## src/rtl/bus_sram_ctrl.sv

```systemverilog
// Bus-to-SRAM slave controller: one transaction at a time, range/alignment
// checks, and read-modify-write for partial-strobe writes on a byte-enable-less SRAM.

package bus_sram_ctrl_pkg;
  typedef enum logic {
    BUS_CMD_READ  = 1'b0,
    BUS_CMD_WRITE = 1'b1
  } bus_cmd_t;

  typedef enum logic [2:0] {
    IDLE = 3'd0,
    ERR  = 3'd1,
    ACC  = 3'd2,
    RDW  = 3'd3,
    WR   = 3'd4,
    RSP  = 3'd5
  } state_t;
endpackage

// Handshake: a request transfers on a cycle with req_vld && req_rdy, a response
// on a cycle with rsp_vld && rsp_rdy; the valid side holds its packet stable
// until that cycle, and neither ready nor valid depends on the other side.
interface bus_trans_if_t #(
  parameter int AW = 32,
  parameter int DW = 32
);
  import bus_sram_ctrl_pkg::*;

  typedef struct packed {
    bus_cmd_t          cmd;
    logic [AW-1:0]     addr;
    logic [DW-1:0]     data;
    logic [DW/8-1:0]   strobe;
  } req_pkt_t;

  typedef struct packed {
    logic [DW-1:0] data;
    logic          ok;
  } rsp_pkt_t;

  logic     req_vld;
  logic     req_rdy;
  req_pkt_t req_pkt;
  logic     rsp_vld;
  logic     rsp_rdy;
  rsp_pkt_t rsp_pkt;

  modport slave  (input req_vld, req_pkt, rsp_rdy, output req_rdy, rsp_vld, rsp_pkt);
  modport master (output req_vld, req_pkt, rsp_rdy, input req_rdy, rsp_vld, rsp_pkt);
endinterface

interface sram_if_t #(
  parameter int SAW = 15,
  parameter int DW  = 32
);
  logic [SAW-1:0] addr;
  logic           wen;
  logic [DW-1:0]  wdata;
  logic [DW-1:0]  rdata;

  modport master (output addr, wen, wdata, input rdata);
  modport slave  (input addr, wen, wdata, output rdata);
endinterface

module bus_sram_ctrl
  import bus_sram_ctrl_pkg::*;
#(
  parameter int            AW   = 32,
  parameter int            DW   = 32,
  parameter int            SAW  = 15,
  parameter logic [AW-1:0] BASE = '0
) (
  input  logic          clk,
  input  logic          rst_n,
  bus_trans_if_t.slave  bus,
  sram_if_t.master      sram,
  output state_t        dbg_state
);

  localparam int SB = DW / 8;
  localparam int OB = $clog2(SB);
  localparam logic [AW:0] LIMIT = {1'b0, BASE} + ((AW + 1)'(1) << (SAW + OB));

  state_t         state;
  logic           is_wr_q;
  logic           err_q;
  logic [SB-1:0]  strobe_q;
  logic [SAW-1:0] idx_q;
  logic [DW-1:0]  wdata_q;
  logic [DW-1:0]  rsp_data_q;
  logic           rsp_ok_q;
  logic           wen_q;

  logic           req_err;
  logic           req_is_wr;
  logic [SAW-1:0] req_idx;

  assign req_err = ((bus.req_pkt.addr & AW'(SB - 1)) != '0)
                || (bus.req_pkt.addr < BASE)
                || ({1'b0, bus.req_pkt.addr} >= LIMIT);
  assign req_is_wr = (bus.req_pkt.cmd == BUS_CMD_WRITE);
  assign req_idx   = SAW'((bus.req_pkt.addr - BASE) >> OB);

  always_ff @(posedge clk or negedge rst_n) begin
    if (!rst_n) begin
      state      <= IDLE;
      is_wr_q    <= 1'b0;
      err_q      <= 1'b0;
      strobe_q   <= '0;
      idx_q      <= '0;
      wdata_q    <= '0;
      rsp_data_q <= '0;
      rsp_ok_q   <= 1'b0;
      wen_q      <= 1'b0;
    end else begin
      case (state)
        IDLE: begin
          if (bus.req_vld) begin
            is_wr_q  <= req_is_wr;
            err_q    <= req_err;
            strobe_q <= bus.req_pkt.strobe;
            idx_q    <= req_idx;
            wdata_q  <= bus.req_pkt.data;
            // Zero-strobe writes also take the ERR path (with ok=1) so they
            // share the two-cycle no-access latency of rejected requests.
            if (req_err || (req_is_wr && bus.req_pkt.strobe == '0)) begin
              state <= ERR;
            end else begin
              state <= ACC;
              wen_q <= req_is_wr && (&bus.req_pkt.strobe);
            end
          end
        end
        ERR: begin
          rsp_data_q <= '0;
          rsp_ok_q   <= ~err_q;
          state      <= RSP;
        end
        ACC: begin
          wen_q <= 1'b0;
          if (is_wr_q && (&strobe_q)) begin
            rsp_data_q <= '0;
            rsp_ok_q   <= 1'b1;
            state      <= RSP;
          end else begin
            state <= RDW;
          end
        end
        RDW: begin
          if (!is_wr_q) begin
            rsp_data_q <= sram.rdata;
            rsp_ok_q   <= 1'b1;
            state      <= RSP;
          end else begin
            // Keep strobed bytes of the request, fill the rest from the old word.
            for (int i = 0; i < SB; i++) begin
              if (!strobe_q[i]) wdata_q[8*i +: 8] <= sram.rdata[8*i +: 8];
            end
            wen_q <= 1'b1;
            state <= WR;
          end
        end
        WR: begin
          wen_q      <= 1'b0;
          rsp_data_q <= '0;
          rsp_ok_q   <= 1'b1;
          state      <= RSP;
        end
        RSP: begin
          if (bus.rsp_rdy) state <= IDLE;
        end
        default: begin
          wen_q <= 1'b0;
          state <= IDLE;
        end
      endcase
    end
  end

  assign bus.req_rdy = (state == IDLE);
  assign bus.rsp_vld = (state == RSP);
  assign bus.rsp_pkt = {rsp_data_q, rsp_ok_q};
  assign sram.addr   = idx_q;
  assign sram.wen    = wen_q;
  assign sram.wdata  = wdata_q;
  assign dbg_state   = state;

endmodule

```

## src/flat_wrapper.sv

```systemverilog
// flat-port wrapper written by rule: the top's interface ports become plain ports
module bus_sram_ctrl_flat import bus_sram_ctrl_pkg::*;
#(
  parameter int            AW   = 32,
  parameter int            DW   = 32,
  parameter int            SAW  = 15,
  parameter logic [AW-1:0] BASE = '0
)
  (clk, rst_n, dbg_state, bus_req_vld, bus_req_pkt, bus_rsp_rdy, bus_req_rdy, bus_rsp_vld, bus_rsp_pkt, sram_addr, sram_wen, sram_wdata, sram_rdata);
  bus_trans_if_t #(.AW(AW), .DW(DW)) bus_i ();
  sram_if_t #(.SAW(SAW), .DW(DW)) sram_i ();
  input  logic clk;
  input  logic rst_n;
  output state_t dbg_state;
  input wire logic [$bits(bus_i.req_vld)-1:0] bus_req_vld;
  input wire logic [$bits(bus_i.req_pkt)-1:0] bus_req_pkt;
  input wire logic [$bits(bus_i.rsp_rdy)-1:0] bus_rsp_rdy;
  output wire logic [$bits(bus_i.req_rdy)-1:0] bus_req_rdy;
  output wire logic [$bits(bus_i.rsp_vld)-1:0] bus_rsp_vld;
  output wire logic [$bits(bus_i.rsp_pkt)-1:0] bus_rsp_pkt;
  output wire logic [$bits(sram_i.addr)-1:0] sram_addr;
  output wire logic [$bits(sram_i.wen)-1:0] sram_wen;
  output wire logic [$bits(sram_i.wdata)-1:0] sram_wdata;
  input wire logic [$bits(sram_i.rdata)-1:0] sram_rdata;
  assign bus_i.req_vld = bus_req_vld;
  assign bus_i.req_pkt = bus_req_pkt;
  assign bus_i.rsp_rdy = bus_rsp_rdy;
  assign bus_req_rdy = bus_i.req_rdy;
  assign bus_rsp_vld = bus_i.rsp_vld;
  assign bus_rsp_pkt = bus_i.rsp_pkt;
  assign sram_addr = sram_i.addr;
  assign sram_wen = sram_i.wen;
  assign sram_wdata = sram_i.wdata;
  assign sram_i.rdata = sram_rdata;
  bus_sram_ctrl #(.AW(AW), .DW(DW), .SAW(SAW), .BASE(BASE)) u_core (.clk(clk), .rst_n(rst_n), .bus(bus_i), .sram(sram_i), .dbg_state(dbg_state));
endmodule
```

## config.mk

```make
export PLATFORM = sky130hd
export DESIGN_NAME = bus_sram_ctrl_flat
export DESIGN_NICKNAME = d
export VERILOG_FILES = /design/src/rtl/bus_sram_ctrl.sv /design/src/flat_wrapper.sv
export SDC_FILE = /design/constraint.sdc
export NUM_CORES = 1
export LEC_CHECK = 0
export BUFFER_PORTS_ARGS = -buffer_cell sky130_fd_sc_hd__buf_2
export CORE_ASPECT_RATIO = 0.5
export CORE_MARGIN = 4
export CORE_UTILIZATION = 46
export DETAILED_ROUTE_END_ITERATION = 7
export PLACE_DENSITY = 0.8
export SLEW_MARGIN = 0
export SYNTH_ARGS = -nofsm -noshare
export SYNTH_HDL_FRONTEND = slang
export SYNTH_SLANG_ARGS = --single-unit
```

## constraint.sdc

```tcl
create_clock -name clk -period 1.95 [get_ports clk]
set_input_delay 0.585 -clock clk [delete_from_list [all_inputs] [get_ports clk]]
set_output_delay 0.585 -clock clk [all_outputs]
set_load 0.005 [all_outputs]
```

=== Word level (Yosys, flattened, before mapping) ===
Cells that the tools add are included.

* Add/subtract/negate cells: 0
* Multipliers: 0
* Div/mod/pow operators: 0
* Order comparisons: 2
* Eq/ne operators: 15
* Shift-type cells: 0
* Mux-type cells: 23
* Bitwise operators: 2
* Reduce and logical (&&, ||, !) cells: 25

{| class="wikitable"
|+ Operator list
! cell !! count
|-
| $mux 32 || 4
|-
| $pmux 32 s3 || 1
|-
| $pmux 32 s2 || 1
|-
| $ge 32x18->1 const B || 1
|-
| $lt 32x1->1 const B || 1
|-
| $mux 8 || 4
|-
| $reduce_bool 32->1 || 1
|-
| $reduce_and 4->1 || 7
|-
| $ne 2x2->1 const B || 8
|-
| $pmux 3 s5 || 1
|-
| $mux 3 || 3
|-
| $eq 3x2->1 const B || 2
|-
| $eq 3x3->1 const B || 2
|-
| $mux 1 || 6
|-
| $reduce_and 3->1 || 2
|-
| $logic_not 4->1 || 1
|-
| $ne 2x1->1 const B || 2
|-
| $pmux 1 s4 || 1
|-
| $reduce_and 2->1 || 2
|-
| $reduce_bool 4->1 || 1
|-
| $reduce_or 2->1 || 2
|-
| $eq 3x1->1 const B || 1
|-
| $logic_and 1x1->1 || 3
|-
| $logic_not 3->1 || 1
|-
| 6 further kinds || 9
|}

* Register bits: 90
* Bits in latches: 0
* RAM bits: 0
* Memory bits (read-only): 0
* Input bits: 105
* Output and inout port bits: 86
* Word-level logic and storage cells: 79
* Memories: 0

=== Longest topological paths before layout ===
* Word-level depth: 7
* Gate-level depth with buffers: 7
* Mapped depth without buffers: 4

=== Worst setup path before layout ===
OpenSTA, ideal clock, no wires.

* Kind: input to register
* Start: in bus_req_vld
* End: reg u_core.wdata_q[14], in the netlist u_core.sram.wdata[14]
* Library setup time: 0.081 ns
* Arrival time: 1.762 ns
* Data required time: 1.869 ns
* Path slack: 0.107 ns
* Stages: 5
* Buffers on the path: 1
* Cell sequence: or3b_4 a221oi_4 buf_6 nor2_1 a31oi_2

* Longest elaborated chain between the ends: 2

{| class="wikitable"
|+ RTL lines
! element !! RTL line !! text
|-
| from (decl) || flat_wrapper.sv:15 || <nowiki>input wire logic [$bits(bus_i.req_vld)-1:0] bus_req_vld;</nowiki>
|-
| $ne 2x2->1 (no line) || - ||
|-
| $reduce_and 4->1 (no line) || - ||
|-
| to (signal assigned) || bus_sram_ctrl.sv:123 || <nowiki>wdata_q <= bus.req_pkt.data;</nowiki>
|-
| to (signal, indexed assignment) || bus_sram_ctrl.sv:157 || <nowiki>if (!strobe_q[i]) wdata_q[8*i +: 8] <= sram.rdata[8*i +: 8];</nowiki>
|-
| to (decl) || bus_sram_ctrl.sv:89 || <nowiki>logic [DW-1:0] wdata_q;</nowiki>
|}

No other way between the ends.
A chain may end at the register's enable or synchronous reset.

=== Worst setup path in the final report ===
* Start: reg u_core.state[0], in the netlist u_core.dbg_state[0]
* End: out bus_req_rdy

* Longest elaborated chain between the ends: 1

{| class="wikitable"
|+ RTL lines
! element !! RTL line !! text
|-
| from (decl) || bus_sram_ctrl.sv:84 || <nowiki>state_t state;</nowiki>
|-
| from (signal assigned) || bus_sram_ctrl.sv:106 || <nowiki>state <= IDLE;</nowiki>
|-
| from (signal assigned) || bus_sram_ctrl.sv:127 || <nowiki>state <= ERR;</nowiki>
|-
| from (signal assigned) || bus_sram_ctrl.sv:129 || <nowiki>state <= ACC;</nowiki>
|-
| $logic_not 3->1 || bus_sram_ctrl.sv:180 || <nowiki>assign bus.req_rdy = (state == IDLE);</nowiki>
|-
| to (decl) || flat_wrapper.sv:18 || <nowiki>output wire logic [$bits(bus_i.req_rdy)-1:0] bus_req_rdy;</nowiki>
|}

No other way between the ends.

==> results <==
- The multi-input combinational cells in the finished layout cover a total of around 1600 um2.
- The area enclosed by the die boundary is 10200 um2.
- The number of buffers added by the clock tree synthesis step is 9.
- The worst register-to-register path ends at u_core.sram.wdata[23]$_DFFE_PN0P_.
- The path class of the tightest hold or removal check is input port to asynchronous set/reset pin.
- The minimum clock period after layout is 1.91 ns.
- In this run, synthesis inferred 0 flip-flops with an integrated enable.
- For the pin with the worst max-slew slack, the measured transition is ~0.45 ns.
- TritonCTS built the clock tree.
- The count of synthesis-stage warnings from yosys is 0.
- The tool flagged a number of max-cap violations equal to 0.
- The number of different library cells used by synthesis comes to 41.
- The root buffer cell chosen for the clock tree is sky130_fd_sc_hd__clkbuf_16.
- The worst slack at placement is -0.0283 ns.
- The clock slew at the register clock pins of the worst setup and hold paths is 0.06 ns.
- The overall fraction of global-route tracks in use is 22.3%.
- Across the routed clock network, the largest skew measured is ~0.0036 ns.
- The most used flip-flop cell after synthesis is sky130_fd_sc_hd__dfrtp_1.
- Summed over all nets, the switching power comes to 2360 uW.
- The startpoint identified for the worst register-to-register timing path is u_core.dbg_state[1]$_DFFE_PN0P_.
- In the post-route analysis, the smallest setup slack over all paths is 0.0443 ns.
- 0 antenna diodes ended up in the layout.
- The clock network burns 23.0% of the power.
- Setup violations remaining at the end of the flow were counted as 0.
- The count of nets left with antenna violations after detail routing is 0.
- The TritonCTS sink count is 90.
- The number of DRC violations after detailed-routing iteration 0 is between 100 and 150.
- The pin count of the biggest net entering global routing is 81.
- After detailed routing, the number of remaining DRC violations is 0.
- The data required time at the worst endpoint is 1.36 ns.
- The cell count after synthesis is about 350.
- The die is roughly 140 um wide.
- The effective utilization at floorplan is 48.4%.
- The arrival time at the worst endpoint is 1.32 ns.
- The average instance in the mapped netlist occupies around 11 um2.
- Summed over all cells, the static leakage comes to 0.00282 uW.
- From synthesis to final layout, the design area changed by 40.5%.
- The worst setup path is captured at a primary output.
- Of the total power, the share spent switching nets is 33.8%.
- The number of fill cells in the layout is 644.
- The max-slew violation count is 0.
- The congestion estimate from routability-driven global placement came to approximately 0.84.
- The die is 73.6 um tall.
- The area taken by flip-flops and latches is ~2300 um2.
- After synthesis the netlist holds a flip-flop and latch count of 90.
- In this run the tool buffered the top-level ports with 190 buffer cells.
- The first global-routing pass estimated between 15000 and 20000 um of wire.
- The fraction of post-synthesis cell area in the top cell type by area is 57.0%.
- The clock passes through at most 2 buffers.
- The maximum clock frequency is ~0.52 GHz.
- The site row count is 23.
- The H-tree depth is 3.
- The total via count in the routed design is between 3000 and 4000.
- Across the VDD grid, the largest voltage drop is 0.654 mV.
- Overall power consumption after layout is estimated at 6990 uW.
- The clock reaches the later pin of the worst-skew pair after approximately 0.33 ns.
- In the post-synthesis netlist, the biggest area contributors are sky130_fd_sc_hd__dfrtp_1 (57%), sky130_fd_sc_hd__a22o_1 (7.1%), sky130_fd_sc_hd__nand2_1 (6.2%), sky130_fd_sc_hd__mux2_1 (5.7%), sky130_fd_sc_hd__a31oi_1 (4.0%).
- The routed wire length is 11500 um.
- The net count after synthesis is ~460.
- For this run the aggregate overflow at the end of global routing stands at 0.
- The count of final hold-check violations is 0.
- In this run the cell area of the synthesized design comes to 3950 um2.
- The logic depth of the worst register-to-register path is 6.
- The worst slew slack as a fraction of its limit is 69.8%.
- Using the TritonRoute via totals, the vias-per-cell ratio works out to approximately 5.2.
- Summing the sequential cell areas from Yosys gives 57.0% of the chip area.
- The delay of the slowest cell on the worst path is about 0.43 ns.
- The initial antenna violation count is 0.
- The post-synthesis async set-or-reset flop share is 100%.
- The share of power burned in registers is 39.9%.
- The proportion of layout cells with a drive suffix above 1 is 46.2%.
- Final hold analysis gives a worst-case slack of 0.0858 ns.
- After detailed routing, the average wire length per cell comes to 16.9 um.
- The internal power consumption is around 4600 uW.
- The path type of the worst setup path is flip-flop to primary output.
- The register-to-register path setup slack is 0.07 ns.
- The largest individual stage delay along the critical path comes from the cell sky130_fd_sc_hd__dfrtp_2.
- The accumulated negative setup slack is 0 ns.
- Traced cell by cell, the critical path runs through buf_4 > nor3_4 > buf_4 > buf_2.
- The run finished with clean final reports.
- The most common cell type on the critical path is sky130_fd_sc_hd__buf_4.
- Of all nets on the critical path, the largest fanout is 6.
- Combinational cells account for 37.1% of the total power.
- Dividing total power by cell area gives a power density of 1260 nW/um2.
- Dividing the final minimum period by the clock period gives slightly below 100%.
- The number of search-and-repair iterations in the first detailed-routing pass is 4.
- The area of the core region is 8170 um2.
- The count of boundary I/O pins is 191.
- The largest total area in the synthesized netlist belongs to sky130_fd_sc_hd__dfrtp_1.
- At the end of the flow, the number of nets in the layout was 667.
- The number of global-route vias before repair is between 3000 and 4000.
- The worst setup path is launched from a flip-flop.
- The placed wire-length estimate is 8390 um.
-- cell type report --
type | instances | share of cell area [%]
sequential | 90 | 40.6
inverter | 2 | 0.135
timing repair buffer | 226 | 23.6
tap | 112 | 2.52
multi-input combinational | 233 | 28.2
clock buffer | 12 | 4.44
clock inverter | 4 | 0.495
-- kinds of logic (layout without fill, tap and decap cells) --
logic type,after synthesis,count (layout),share of synthesized area [%]
XOR/XNOR,1,1,0.222
flip-flops,90,90,57.0
buffers and inverters,28,244,3.89
AND/OR/NAND/NOR,126,126,13.8
multiplexers,21,21,5.95
AO/OA/AOI/OAI,85,85,19.2
-- cells in the final DEF (no fill, tap or decap), types with 2 or more instances in the layout --
cell type / count
sky130_fd_sc_hd__buf_4: 30
sky130_fd_sc_hd__nor4_1: 4
sky130_fd_sc_hd__clkinv_4: 2
sky130_fd_sc_hd__dfrtp_1: 87
sky130_fd_sc_hd__buf_12: 7
sky130_fd_sc_hd__nor2_1: 39
sky130_fd_sc_hd__a21o_1: 2
sky130_fd_sc_hd__buf_2: 189
sky130_fd_sc_hd__clkinv_2: 2
sky130_fd_sc_hd__a21oi_1: 3
sky130_fd_sc_hd__a31oi_2: 8
sky130_fd_sc_hd__a221oi_4: 4
sky130_fd_sc_hd__o22ai_1: 2
sky130_fd_sc_hd__o21a_1: 2
sky130_fd_sc_hd__a31oi_1: 25
sky130_fd_sc_hd__mux2_1: 20
sky130_fd_sc_hd__nor3_1: 2
sky130_fd_sc_hd__and4_1: 2
sky130_fd_sc_hd__clkbuf_1: 2
sky130_fd_sc_hd__nand2_1: 65
sky130_fd_sc_hd__dfrtp_2: 3
sky130_fd_sc_hd__clkbuf_16: 9
sky130_fd_sc_hd__inv_1: 2
sky130_fd_sc_hd__a22o_1: 32
-- flip-flops by register name, indices dropped and copies added (netlist names) --
name and count:
u_core.dbg_state 3, u_core.err_q 1, u_core.is_wr_q 1, u_core.rsp_data_q 32
u_core.rsp_ok_q 1, u_core.sram.addr 15, u_core.sram.wdata 32, u_core.sram.wen 1
u_core.strobe_q 4
-- how the worst max path moves through the flow --
stage | start | to | slack [ns] | cells after the start
after floorplan | bus_req_vld | u_core.sram.wdata[14]$_DFFE_PN0P_ | 0.11 | 5
after global placement | bus_req_vld | u_core.sram.wdata[3]$_DFFE_PN0P_ | 0.03 | 6
after detailed placement | bus_req_vld | u_core.sram.wdata[11]$_DFFE_PN0P_ | -0.03 | 6
after CTS | u_core.strobe_q[2]$_DFFE_PN0P_ | u_core.rsp_data_q[17]$_DFFE_PN0P_ | 0.01 | 5
after global routing | u_core.dbg_state[0]$_DFFE_PN0P_ | bus_req_rdy | -0.02 | 4
final | u_core.dbg_state[0]$_DFFE_PN0P_ | bus_req_rdy | 0.04 | 4
-- metrics by stage --
stage	utilization, %	std cells	cell area [um2]
finish	68.0	679	5560
global route	68.0	679	5560
CTS	67.7	678	5530
detailed placement	64.1	659	5240
global placement	64.1	659	5240
floorplan	-	351	3950
-- Yosys cell counts, types with 2 or more instances --
master,count
sky130_fd_sc_hd__a221oi_4,4
sky130_fd_sc_hd__a31oi_1,25
sky130_fd_sc_hd__nor4_1,4
sky130_fd_sc_hd__nor3_1,2
sky130_fd_sc_hd__dfrtp_1,90
sky130_fd_sc_hd__nor2_1,41
sky130_fd_sc_hd__a21oi_1,3
sky130_fd_sc_hd__o22ai_1,2
sky130_fd_sc_hd__a31oi_2,8
sky130_fd_sc_hd__a22o_1,32
sky130_fd_sc_hd__clkbuf_1,13
sky130_fd_sc_hd__a21o_1,2
sky130_fd_sc_hd__nand2_1,65
sky130_fd_sc_hd__o21a_1,2
sky130_fd_sc_hd__buf_4,3
sky130_fd_sc_hd__and4_1,2
sky130_fd_sc_hd__inv_1,2
sky130_fd_sc_hd__buf_6,4
sky130_fd_sc_hd__buf_2,6
sky130_fd_sc_hd__mux2_1,20
-- per-layer routing --
metal  track usage (%)  vias up  wire, um
li1                  -     1678         -
met1              26.7     1738      4760
met2              40.2      102      6020
met3              5.46       18       496
met4              7.92        0       174
met5                 0        -         0
-- worst max-delay path: cells and delay by family (launching register included) --
| kind | cells | cell delay (ns) |
|---|---|---|
| flops | 1 | 0.43 |
| buf+inv | 3 | 0.40 |
| simple gates | 1 | 0.15 |
-- power by group through the flow --
| stage | Combinational, uW | Sequential [uW] | Clock, uW |
|---|---|---|---|
| CTS | 2560 | 2790 | 1640 |
| global placement | 2440 | 2790 | 0 |
| detailed placement | 2520 | 2810 | 0 |
| global route | 2820 | 2860 | 1720 |
| finish | 2590 | 2790 | 1610 |
| floorplan | 1170 | 2840 | 0 |
-- what timing repair did --
action                                  in CTS  in global routing
setup buffers                                3                  1
cloned                                       0                  0
gates resized for setup                      2                  4
pin swaps                                    0                  1
endpoints found under the setup margin       1                 29
hold buffers                                 0                  0
Power figures use the tool's default switching activity.
